**src/rtl/i2c_target.sv**
```systemverilog
// I2C target: 7-bit address match, receives write bytes and returns read bytes.
// Build option: define I2C_TARGET_GEN_CALL_EN to also accept general-call writes (address byte 8'h00).
module i2c_target #(
  parameter logic [6:0] TARGET_ADDR = 7'h50
) (
  input  logic       clk,
  input  logic       rst_n,
  input  logic       scl_i,
  input  logic       sda_i,
  output logic       sda_oe,
  output logic [7:0] rx_data,
  output logic       rx_valid,
  input  logic [7:0] tx_data,
  output logic       tx_req,
  output logic       busy
);

  typedef enum logic [2:0] {
    IDLE     = 3'd0,
    ADDR     = 3'd1,
    ADDR_ACK = 3'd2,
    WR_DATA  = 3'd3,
    WR_ACK   = 3'd4,
    RD_DATA  = 3'd5,
    RD_ACK   = 3'd6,
    IGNORE   = 3'd7
  } state_t;

  logic       scl_meta_r, scl_sync_r, scl_prev_r;
  logic       sda_meta_r, sda_sync_r, sda_prev_r;
  logic       scl_rise_s, scl_fall_s, start_s, stop_s;
  state_t     state_r, state_nxt_s;
  logic [3:0] bit_cnt_r, bit_cnt_nxt_s;
  logic [7:0] shift_r, shift_nxt_s;
  logic [7:0] tx_shift_r, tx_shift_nxt_s;
  logic [7:0] rx_data_r, rx_data_nxt_s;
  logic       rx_valid_r, rx_valid_nxt_s;
  logic       tx_req_r, tx_req_nxt_s;
  logic       sda_oe_r, sda_oe_nxt_s;
  logic       busy_r, busy_nxt_s;
  logic       addr_match_s;
  logic [7:0] byte_in_s;

  assign scl_rise_s = scl_sync_r & ~scl_prev_r;
  assign scl_fall_s = ~scl_sync_r & scl_prev_r;
  assign start_s    = scl_sync_r & scl_prev_r & sda_prev_r & ~sda_sync_r;
  assign stop_s     = scl_sync_r & scl_prev_r & ~sda_prev_r & sda_sync_r;
  assign byte_in_s  = {shift_r[6:0], sda_sync_r};

  // Two-flop synchronizers plus one history stage for edge detection; reset to an idle bus.
  always_ff @(posedge clk or negedge rst_n) begin
    if (!rst_n) begin
      scl_meta_r <= 1'b1;
      scl_sync_r <= 1'b1;
      scl_prev_r <= 1'b1;
      sda_meta_r <= 1'b1;
      sda_sync_r <= 1'b1;
      sda_prev_r <= 1'b1;
    end else begin
      scl_meta_r <= scl_i;
      scl_sync_r <= scl_meta_r;
      scl_prev_r <= scl_sync_r;
      sda_meta_r <= sda_i;
      sda_sync_r <= sda_meta_r;
      sda_prev_r <= sda_sync_r;
    end
  end

  // Address comparison on the shifted-in address byte (bit 0 is R/W).
  always_comb begin
    addr_match_s = 1'b0;
    if (shift_r[7:1] == TARGET_ADDR) begin
      addr_match_s = 1'b1;
`ifdef I2C_TARGET_GEN_CALL_EN
    end else if (shift_r == 8'h00) begin
      addr_match_s = 1'b1;
`endif
    end else begin
      addr_match_s = 1'b0;
    end
  end

  // FSM state register.
  always_ff @(posedge clk or negedge rst_n) begin
    if (!rst_n) begin
      state_r <= IDLE;
    end else begin
      state_r <= state_nxt_s;
    end
  end

  // FSM next-state logic; START and STOP override every state.
  always_comb begin
    state_nxt_s = state_r;
    if (start_s) begin
      state_nxt_s = ADDR;
    end else if (stop_s) begin
      state_nxt_s = IDLE;
    end else begin
      case (state_r)
        ADDR: begin
          if (scl_fall_s && (bit_cnt_r == 4'd8)) state_nxt_s = addr_match_s ? ADDR_ACK : IGNORE;
          else state_nxt_s = ADDR;
        end
        ADDR_ACK: begin
          if (scl_fall_s) state_nxt_s = shift_r[0] ? RD_DATA : WR_DATA;
          else state_nxt_s = ADDR_ACK;
        end
        WR_DATA: begin
          if (scl_fall_s && (bit_cnt_r == 4'd8)) state_nxt_s = WR_ACK;
          else state_nxt_s = WR_DATA;
        end
        WR_ACK: begin
          if (scl_fall_s) state_nxt_s = WR_DATA;
          else state_nxt_s = WR_ACK;
        end
        RD_DATA: begin
          if (scl_fall_s && (bit_cnt_r == 4'd8)) state_nxt_s = RD_ACK;
          else state_nxt_s = RD_DATA;
        end
        RD_ACK: begin
          // A NACK ends the read at the rising edge; an ACK continues at the falling edge.
          if (scl_rise_s && sda_sync_r) state_nxt_s = IGNORE;
          else if (scl_fall_s) state_nxt_s = RD_DATA;
          else state_nxt_s = RD_ACK;
        end
        IDLE:    state_nxt_s = IDLE;
        IGNORE:  state_nxt_s = IGNORE;
        default: state_nxt_s = IDLE;
      endcase
    end
  end

  // FSM output and datapath next values; sda_oe follows the next state so it moves only after SCL falls.
  always_comb begin
    bit_cnt_nxt_s  = bit_cnt_r;
    shift_nxt_s    = shift_r;
    tx_shift_nxt_s = tx_shift_r;
    rx_data_nxt_s  = rx_data_r;
    rx_valid_nxt_s = 1'b0;
    tx_req_nxt_s   = 1'b0;
    if (start_s || stop_s) begin
      bit_cnt_nxt_s = 4'd0;
    end else begin
      case (state_r)
        ADDR, WR_DATA: begin
          if (scl_rise_s && (bit_cnt_r < 4'd8)) begin
            shift_nxt_s   = byte_in_s;
            bit_cnt_nxt_s = bit_cnt_r + 4'd1;
            if ((state_r == WR_DATA) && (bit_cnt_r == 4'd7)) begin
              rx_data_nxt_s  = byte_in_s;
              rx_valid_nxt_s = 1'b1;
            end else begin
              rx_valid_nxt_s = 1'b0;
            end
          end else if (scl_fall_s && (bit_cnt_r == 4'd8)) begin
            bit_cnt_nxt_s = 4'd0;
          end else begin
            bit_cnt_nxt_s = bit_cnt_r;
          end
        end
        ADDR_ACK: begin
          if (scl_rise_s && shift_r[0]) tx_req_nxt_s = 1'b1;
          else if (scl_fall_s && shift_r[0]) tx_shift_nxt_s = tx_data;
          else tx_req_nxt_s = 1'b0;
        end
        RD_DATA: begin
          if (scl_rise_s && (bit_cnt_r < 4'd8)) bit_cnt_nxt_s = bit_cnt_r + 4'd1;
          else if (scl_fall_s && (bit_cnt_r == 4'd8)) bit_cnt_nxt_s = 4'd0;
          else if (scl_fall_s) tx_shift_nxt_s = {tx_shift_r[6:0], 1'b0};
          else bit_cnt_nxt_s = bit_cnt_r;
        end
        RD_ACK: begin
          if (scl_rise_s && !sda_sync_r) tx_req_nxt_s = 1'b1;
          else if (scl_fall_s) tx_shift_nxt_s = tx_data;
          else tx_req_nxt_s = 1'b0;
        end
        default: bit_cnt_nxt_s = bit_cnt_r;
      endcase
    end
    case (state_nxt_s)
      ADDR_ACK, WR_ACK: sda_oe_nxt_s = 1'b1;
      RD_DATA:          sda_oe_nxt_s = ~tx_shift_nxt_s[7];
      default:          sda_oe_nxt_s = 1'b0;
    endcase
    case (state_nxt_s)
      ADDR_ACK, WR_DATA, WR_ACK, RD_DATA, RD_ACK: busy_nxt_s = 1'b1;
      default:                                  busy_nxt_s = 1'b0;
    endcase
  end

  // Registered outputs and datapath.
  always_ff @(posedge clk or negedge rst_n) begin
    if (!rst_n) begin
      bit_cnt_r  <= 4'd0;
      shift_r    <= 8'h00;
      tx_shift_r <= 8'h00;
      rx_data_r  <= 8'h00;
      rx_valid_r <= 1'b0;
      tx_req_r   <= 1'b0;
      sda_oe_r   <= 1'b0;
      busy_r     <= 1'b0;
    end else begin
      bit_cnt_r  <= bit_cnt_nxt_s;
      shift_r    <= shift_nxt_s;
      tx_shift_r <= tx_shift_nxt_s;
      rx_data_r  <= rx_data_nxt_s;
      rx_valid_r <= rx_valid_nxt_s;
      tx_req_r   <= tx_req_nxt_s;
      sda_oe_r   <= sda_oe_nxt_s;
      busy_r     <= busy_nxt_s;
    end
  end

  assign sda_oe   = sda_oe_r;
  assign rx_data  = rx_data_r;
  assign rx_valid = rx_valid_r;
  assign tx_req   = tx_req_r;
  assign busy     = busy_r;

endmodule

```
**config.mk**
```make
export PLATFORM = sky130hd
export DESIGN_NAME = i2c_target
export DESIGN_NICKNAME = d
export VERILOG_FILES = /design/src/rtl/i2c_target.sv
export SDC_FILE = /design/constraint.sdc
export NUM_CORES = 1
export LEC_CHECK = 0
export BUFFER_PORTS_ARGS = -buffer_cell sky130_fd_sc_hd__clkbuf_2
export CAP_MARGIN = 10
export CORE_MARGIN = 8
export CORE_UTILIZATION = 51
export CTS_CLUSTER_SIZE = 40
export DETAILED_ROUTE_END_ITERATION = 10
export PLACE_DENSITY = 0.74
export SKIP_LAST_GASP = 1
export SYNTH_ARGS = -nofsm -noshare
export SYNTH_HDL_FRONTEND = slang
export SYNTH_SLANG_ARGS = --single-unit
```
**constraint.sdc**
```tcl
create_clock -name clk -period 2.1 [get_ports clk]
set_input_delay 0.105 -clock clk [delete_from_list [all_inputs] [get_ports clk]]
set_output_delay 0.105 -clock clk [all_outputs]
set_load 0.1 [all_outputs]
```
==> results of run 1 <==
-- routing by layer --
| metal | vias up | share of wire | wire length [um] |
|---|---|---|---|
| met4 | 0 | 0.013 | 51 |
| met5 | - | 0 | 0 |
| met3 | 5 | 0.053 | 203 |
| li1 | 652 | - | - |
| met1 | 663 | 0.47 | 1791 |
| met2 | 35 | 0.46 | 1762 |
-- cells in the final DEF, fill, tap and decap left out, types with 2 or more instances in the layout --
master / Yosys / routed
dfstp_2: 6 / 6
clkinv_2: 0 / 2
nand2b_1: 2 / 2
mux2_4: 8 / 8
clkbuf_2: 0 / 23
a31oi_1: 3 / 3
and2_1: 3 / 3
mux2i_1: 2 / 2
nor4b_1: 3 / 2
a21oi_1: 2 / 2
or4b_1: 2 / 2
dfrtp_1: 35 / 35
nor2_1: 8 / 8
clkbuf_8: 0 / 5
nor3_1: 2 / 2
inv_1: 4 / 4
dlygate4sd3_1: 0 / 3
buf_4: 0 / 11
o21ai_0: 9 / 9
a22oi_1: 6 / 6
or2_2: 2 / 2
and4bb_2: 2 / 2
mux2_2: 8 / 8
nand2_1: 21 / 21
ha_1: 2 / 2
-- metrics by stage --
step	cells	util	hold slack, ns	cell area, um2
after floorplan	159	-	-0.1906	1921
after global placement	234	0.5857	0.1954	2128
after detailed placement	234	0.5857	0.1939	2128
after CTS	245	0.6195	0.0003441	2251
after global routing	247	0.6264	0.03087	2276
final	247	0.6264	0.009086	2276
-- registers in the layout, summed over array words and instances (netlist names) --
name and cells:
bit_cnt_r 4, busy 1, rx_data 8, rx_valid 1, scl_meta_r 1, scl_prev_r 1
scl_sync_r 1, sda_meta_r 1, sda_oe 1, sda_prev_r 1, sda_sync_r 1, shift_r 8
state_r 3, tx_req 1, tx_shift_r 8
-- cells by family (layout without fill, tap and decap cells) --
group                      after synthesis  after routing
DFF                                     41             41
and+or+nand+nor                         61             62
adders and majority gates                2              2
buffers and inverters                   10             49
muxes                                   18             18
AOI/OAI and AO/OA                       26             26
xor gates and xnor gates                 1              1
-- report_power, final --
group | switching (mW) | internal [mW] | total [mW] | leakage, nW
clock | 0.271 | 0.229 | 0.500 | 0.0439
combinational | 0.499 | 0.345 | 0.844 | 0.502
sequential | 0.178 | 0.989 | 1.17 | 0.519
-- synth_stat cells, drive strengths merged (2+ instances only) --
cell,count,area [um2]
buf,4,35.03
and2,3,18.77
nor4,3,33.78
nand2,21,78.83
dfrtp,35,875.8
and4bb,2,25.02
or2,2,12.51
clkbuf,2,7.510
inv,4,15.01
mux2i,2,20.02
a21oi,2,10.01
nand2b,3,21.27
nor2,8,30.03
a22oi,6,45.04
a31oi,3,18.77
dfstp,6,157.7
or4b,2,20.02
nor4b,3,26.28
o21ai,9,45.04
ha,2,25.02
nor3b,2,26.28
nor3,2,10.01
mux2,16,210.2
-- worst max-delay path: stages, from the launching register on --
cell and delay [ns]:
dfstp_2 0.62, or3b_4 0.44, nor3b_4 0.23, and4_2 0.34, mux2_4 0.31
-- worst max-delay path by stage --
| stage | start | to | slack, ns | cells after the start |
|---|---|---|---|---|
| global placement | scl_sync_r | rx_data[7] | 0.09 | 4 |
| floorplan | scl_sync_r | rx_data[0] | -0.06 | 5 |
| detailed placement | bit_cnt_r[1] | sda_oe | 0.03 | 7 |
| CTS | scl_sync_r | rx_data[2] | 0.04 | 4 |
| global route | bit_cnt_r[1] | sda_oe | -0.009 | 8 |
| finish | scl_sync_r | rx_data[0] | 0.05 | 4 |
-- what timing repair did --
| action | 4_1_cts | 5_1_grt |
|---|---|---|
| hold buffers | 3 | 0 |
| gates resized for setup | 1 | 2 |
| endpoints found under the hold margin | 37 | 0 |
| gates cloned | 0 | 1 |
| pin swaps | 0 | 1 |
| setup buffers | 0 | 1 |
| endpoints found under the setup margin | 1 | 10 |
-- final cells by class --
| type | count | area, um2 | area share |
|---|---|---|---|
| sequential | 41 | 1033 | 0.4541 |
| multi-input combinational | 109 | 853.3 | 0.3749 |
| timing repair buffer | 37 | 227.7 | 0.1001 |
| clock buffer | 5 | 68.82 | 0.03024 |
| tap | 48 | 60.06 | 0.02639 |
| clock inverter | 3 | 17.52 | 0.007697 |
| inverter | 4 | 15.01 | 0.006597 |
==> metrics, run 1 <==
number of global-route vias before repair=1388; power consumption=2.511 mW; highest achievable clock rate=0.4885 GHz; drt wl/cell=15.42 um; total global routing track utilization=0.1269; std cell rows=22; period utilisation layout=0.9749; mapped cell area=1921 um2; Max-Slew Margin vs Limit=0.4027; power per cell area=1103 nW/um2; setup tns final=0 ns; share of synthesized cell area in full adder, half adder and majority cells=0.01303; Fill cells=294; Hold/Removal Path Class=input pin to register; number of synthesized flops with an enable pin=0; max_cap viols=0; DRC=0; via total after detailed routing=1355; post-layout net count=212; Vias per Instance=5.486; total setup violations reported at the end of the flow=0; Crit Path Category=register to register; kind of end point of the critical path=register; starting density of the core=0.5286; Global Route met3 Usage=0.05069; worst slew pin tran=0.8960 ns; net count after synthesis=173; die area=5985 um2; Synthesis Warnings=0; share of flip-flops with an asynchronous set or reset after synthesis=1.000; proportion of layout cells with a drive suffix above 1=0.4070; min Tclk post-route=2.047 ns; TritonCTS clock tree=built; final slew viol count=0; dominant combinational cell family by area after synthesis=simple AND/OR/NAND/NOR gates; Syn Area/Cell=12.08 um2; number of buffers between clock root and the deepest sink=2; Clock Root Buffer=clkbuf_8; antenna violation net count after detailed routing=0; least setup slack across all paths after layout=0.05275 ns; GR peak layer=met2; RSZ-0062 raised after global routing=yes; GRT met2 Usage=0.1980; total grt overflow=0; startpoint type of the worst setup path=register; number of instances on the worst hold path=3; fraction of the yosys area taken by sequential cells=0.5381; post-synthesis register bit count=41; P&R area growth vs syn=18.50%; data required time at the worst endpoint=2.28 ns; count of input and output buffers=23; Max IR drop VDD=1011 uV; antenna violations before repair=0; P_leak=1.064 nW; Synth Area in XOR/XNOR=0.004560; core area=3633 um2; Diodes inserted=0; CTS sink count=41; data arrival time of the critical path=2.23 ns; first-iteration detailed-routing DRC count=67; most common flop cell mapped by yosys=dfrtp_1; pre-CTS setup slack=0.03105 ns; post-synthesis simple-gate area fraction=0.2046; CTS clk-pin slew, worst paths=0.08 ns; worst reg2reg setup slack=0.05 ns; wire length of the first global-routing pass=6.265 mm; Gate Count Post-Synth=159; TritonCTS buffer count=5; Worst Clk Skew=0.004645 ns; routed wire length=3.808 mm; length in cells of the worst reg-to-reg path=4; worst min-delay path endpoint=tx_shift_r[0]; reg2reg start=scl_sync_r; share of synthesized area spent on multiplexers=0.1199; final number of hold-violating endpoints=0; Worst Path Max Fanout=10; weighted congestion reported at the end of routability-driven placement=0.8217; Crit Reg-Reg Endpoint=rx_data[0]; run status=finished clean; met1 Resource Use GR=0.1534; htree depth=2; HPWL Detailed=2.655 mm; clock latency reported for the late side of the worst-skew pair=0.29 ns; detailed-routing iteration count for the pre-antenna-repair pass=5; number of primary I/O pins=24; die extent in y=77.37 um; largest net degree at the start of global routing=38; fraction of the mapped netlist area in compound gates=0.08990; chip width=77.37 um; Unique masters post-synth=45; worst min-delay path startpoint=tx_data[0]
(Power assumes the default switching activity.)
==> inputs of run 2 (changes only) <==
--- a/config.mk
+++ b/config.mk
@@ -5,6 +5,7 @@
 export SDC_FILE = /design/constraint.sdc
 export NUM_CORES = 1
 export LEC_CHECK = 0
+export ABC_AREA = 1
 export BUFFER_PORTS_ARGS = -buffer_cell sky130_fd_sc_hd__clkbuf_2
 export CAP_MARGIN = 10
 export CORE_MARGIN = 8
==> metrics, run 2 <==
run status=finished clean; startpoint type of the worst setup path=register; number of buffers between clock root and the deepest sink=2; net count after synthesis=255; Max-Slew Margin vs Limit=0.6377; fraction of the yosys area taken by sequential cells=0.5156; power dissipated by switching net loads=1.051 mW; largest net degree at the start of global routing=42; wire length of the first global-routing pass=6.969 mm; Crit Path Category=register to register; Max IR drop VDD=579.8 uV; die extent in y=78.69 um; kind of end point of the critical path=register; antenna violation net count after detailed routing=0; Gate Count Post-Synth=241; Unique masters post-synth=28; most repeated cell in the gate-level netlist after synthesis=nand2_1; Syn Area/Cell=8.317 um2; share of synthesized cell area in full adder, half adder and majority cells=0.01248; CP cell instances=inv_1, ha_1, nand2_1, nor2_1, nand2_4, a21oi_2, nand3_2, nand2_2, nand2_1, nand2_2, o21ai_1; Synth Area in XOR/XNOR=0; worst min-delay path startpoint=tx_data[4]; RSZ-0062 raised after global routing=no; worst reg2reg setup slack=0.41 ns; dominant combinational cell family by area after synthesis=simple AND/OR/NAND/NOR gates; mapped cell area=2004 um2; proportion of layout cells with a drive suffix above 1=0.2418; CTS sink count=41; setup tns final=0 ns; Fill cells=341; DRC=0; Clock power frac=0.194; area fraction of the dominant cell type after synthesis=0.4370; share of flip-flops with an asynchronous set or reset after synthesis=1.000; period utilisation layout=0.8033; fraction of power consumed by combinational cells=0.362; Net Sw Frac=0.4156; final instance area=2280 um2; min Tclk post-route=1.687 ns; library cell occupying the most area in the post-synthesis netlist=dfrtp_1; P_leak=1.195 nW; std cell rows=22; final slew viol count=0; data required time at the worst endpoint=2.28 ns; count of input and output buffers=23; detailed-routing iteration count for the pre-antenna-repair pass=4; HPWL Detailed=2.884 mm; most common flop cell mapped by yosys=dfrtp_1; most common library cell in the layout ignoring fill and taps=nand2_1; Synthesis Warnings=0; worst hold slack=0.03847 ns; length in cells of the worst reg-to-reg path=11; CP peak stage delay=0.40 ns; data arrival time of the critical path=1.87 ns; number of instances on the worst hold path=3; TritonCTS clock tree=built; Worst Clk Skew=0.008224 ns; total grt overflow=0; Critical-path top delay cell=dfrtp_1; post-synthesis register bit count=41; final number of hold-violating endpoints=0; worst min-delay path endpoint=tx_shift_r[4]; internal power summed over all cells=1.478 mW; combined buffer and inverter count along the critical path=1; worst slew pin tran=0.5458 ns; Worst Path Max Fanout=5; commonest non-fill, non-tap cells in the layout=nand2_1, dfrtp_1, inv_1; P&R area growth vs syn=13.73%; post-layout net count=286; chip width=78.69 um; Synth top cells by count=nand2_1, dfrtp_1, inv_1; core area=3716 um2; Reg power frac=0.444; max_cap viols=0; first-iteration detailed-routing DRC count=117; reg2reg start=bit_cnt_r[0]; CTS clk-pin slew, worst paths=0.08 ns; total global routing track utilization=0.1387; routed wire length=3.878 mm; count of buffers added by post-CTS timing repair for setup=0; weighted congestion reported at the end of routability-driven placement=0.9360; starting density of the core=0.5394; Hold/Removal Path Class=input pin to register; number of global-route vias before repair=1547; highest achievable clock rate=0.5928 GHz; Clock Root Buffer=clkbuf_8; antenna violations before repair=0; Crit Reg-Reg Endpoint=busy; total setup violations reported at the end of the flow=0; cell family with most CP delay=simple AND/OR/NAND/NOR gates; post-synthesis simple-gate area fraction=0.2653; via total after detailed routing=1607; Vias per Instance=5.006; htree depth=2; Post-Place Cell Area=2163 um2; share of synthesized area spent on multiplexers=0; die area=6192 um2; drt wl/cell=12.08 um; Diodes inserted=0; fraction of the mapped netlist area in compound gates=0.1255; power per cell area=1110 nW/um2; top post-synthesis cells by area=dfrtp_1, nand2_1, dfstp_2; number of synthesized flops with an enable pin=0; clock latency reported for the late side of the worst-skew pair=0.29 ns; TritonCTS buffer count=5; number of primary I/O pins=24
[run 2: cell types whose count changed after synthesis, sizes merged, moves of 3 or more]
cell    previous run  this run
nor2               8        22
a21oi              2         5
nor4               3         0
nand2b             3         0
and2               3         0
nand2             21        75
o21ai              9        23
nor4b              3         0
nand3              1        19
a31oi              3         0
inv                4        34
mux2              16         0
[run 2: cell families after synthesis]
group,Yosys count
fa+ha+maj,2
flops,41
buf+inv,39
compound gates,38
simple gates,121
[run 2: worst max path at each step]
stage / startpoint / end / slack [ns] / depth (start not counted)
after floorplan: bit_cnt_r[0] / busy / 0.59 / 11
after global placement: scl_sync_r / shift_r[4] / 0.46 / 7
after detailed placement: bit_cnt_r[0] / busy / 0.42 / 11
after CTS: bit_cnt_r[0] / busy / 0.40 / 11
after global routing: scl_sync_r / shift_r[2] / 0.25 / 6
final: bit_cnt_r[0] / busy / 0.41 / 11
[run 2: timing repair]
item | 4_1_cts | 5_1_grt
setup endpoints to repair | 0 | 0
gates resized for setup | 0 | 0
hold buffers | 3 | 0
hold endpoints to repair | 37 | 0
[run 2: worst register-to-register path, delay by kind of cell, from the launching register on]
kind,cells,cell delay [ns]
and+or+nand+nor,7,0.70
DFF,1,0.40
AOI/OAI and AO/OA,2,0.23
adders and majority gates,1,0.17
buffers and inverters,1,0.10
[run 2: layout make-up]
type	count	area, um2	share of cell area
flip-flops and latches	41	1033	0.4533
clock inverters	3	17.52	0.007684
clock buffers	5	68.82	0.03019
well taps	48	60.06	0.02634
repair buffers	28	160.2	0.07025
multi-input cells	161	808.3	0.3546
inverters	35	131.4	0.05763
[run 2: metrics by stage]
step / setup slack [ns] / instances / util / power, mW
finish: 0.4130 / 321 / 0.6135 / 2.530
global route: 0.2512 / 321 / 0.6135 / 2.735
CTS: 0.4004 / 321 / 0.6135 / 2.550
detailed placement: 0.4155 / 310 / 0.5822 / 2.050
global placement: 0.4638 / 310 / 0.5822 / 2.033
floorplan: 0.5899 / 241 / - / 1.868
[run 2: metal layers]
metal,global-route usage,share of wire
met1,0.1868,0.48
met2,0.2138,0.47
met3,0.03153,0.040
met4,0.05000,0.0088
met5,0,0
[run 2: power groups by stage]
| stage | Clock (mW) | Combinational, mW | Sequential, mW |
|---|---|---|---|
| finish | 0.491 | 0.915 | 1.12 |
| floorplan | 0 | 0.643 | 1.22 |
| global route | 0.539 | 1.04 | 1.15 |
| detailed placement | 0 | 0.913 | 1.14 |
| global placement | 0 | 0.900 | 1.13 |
| CTS | 0.506 | 0.920 | 1.12 |
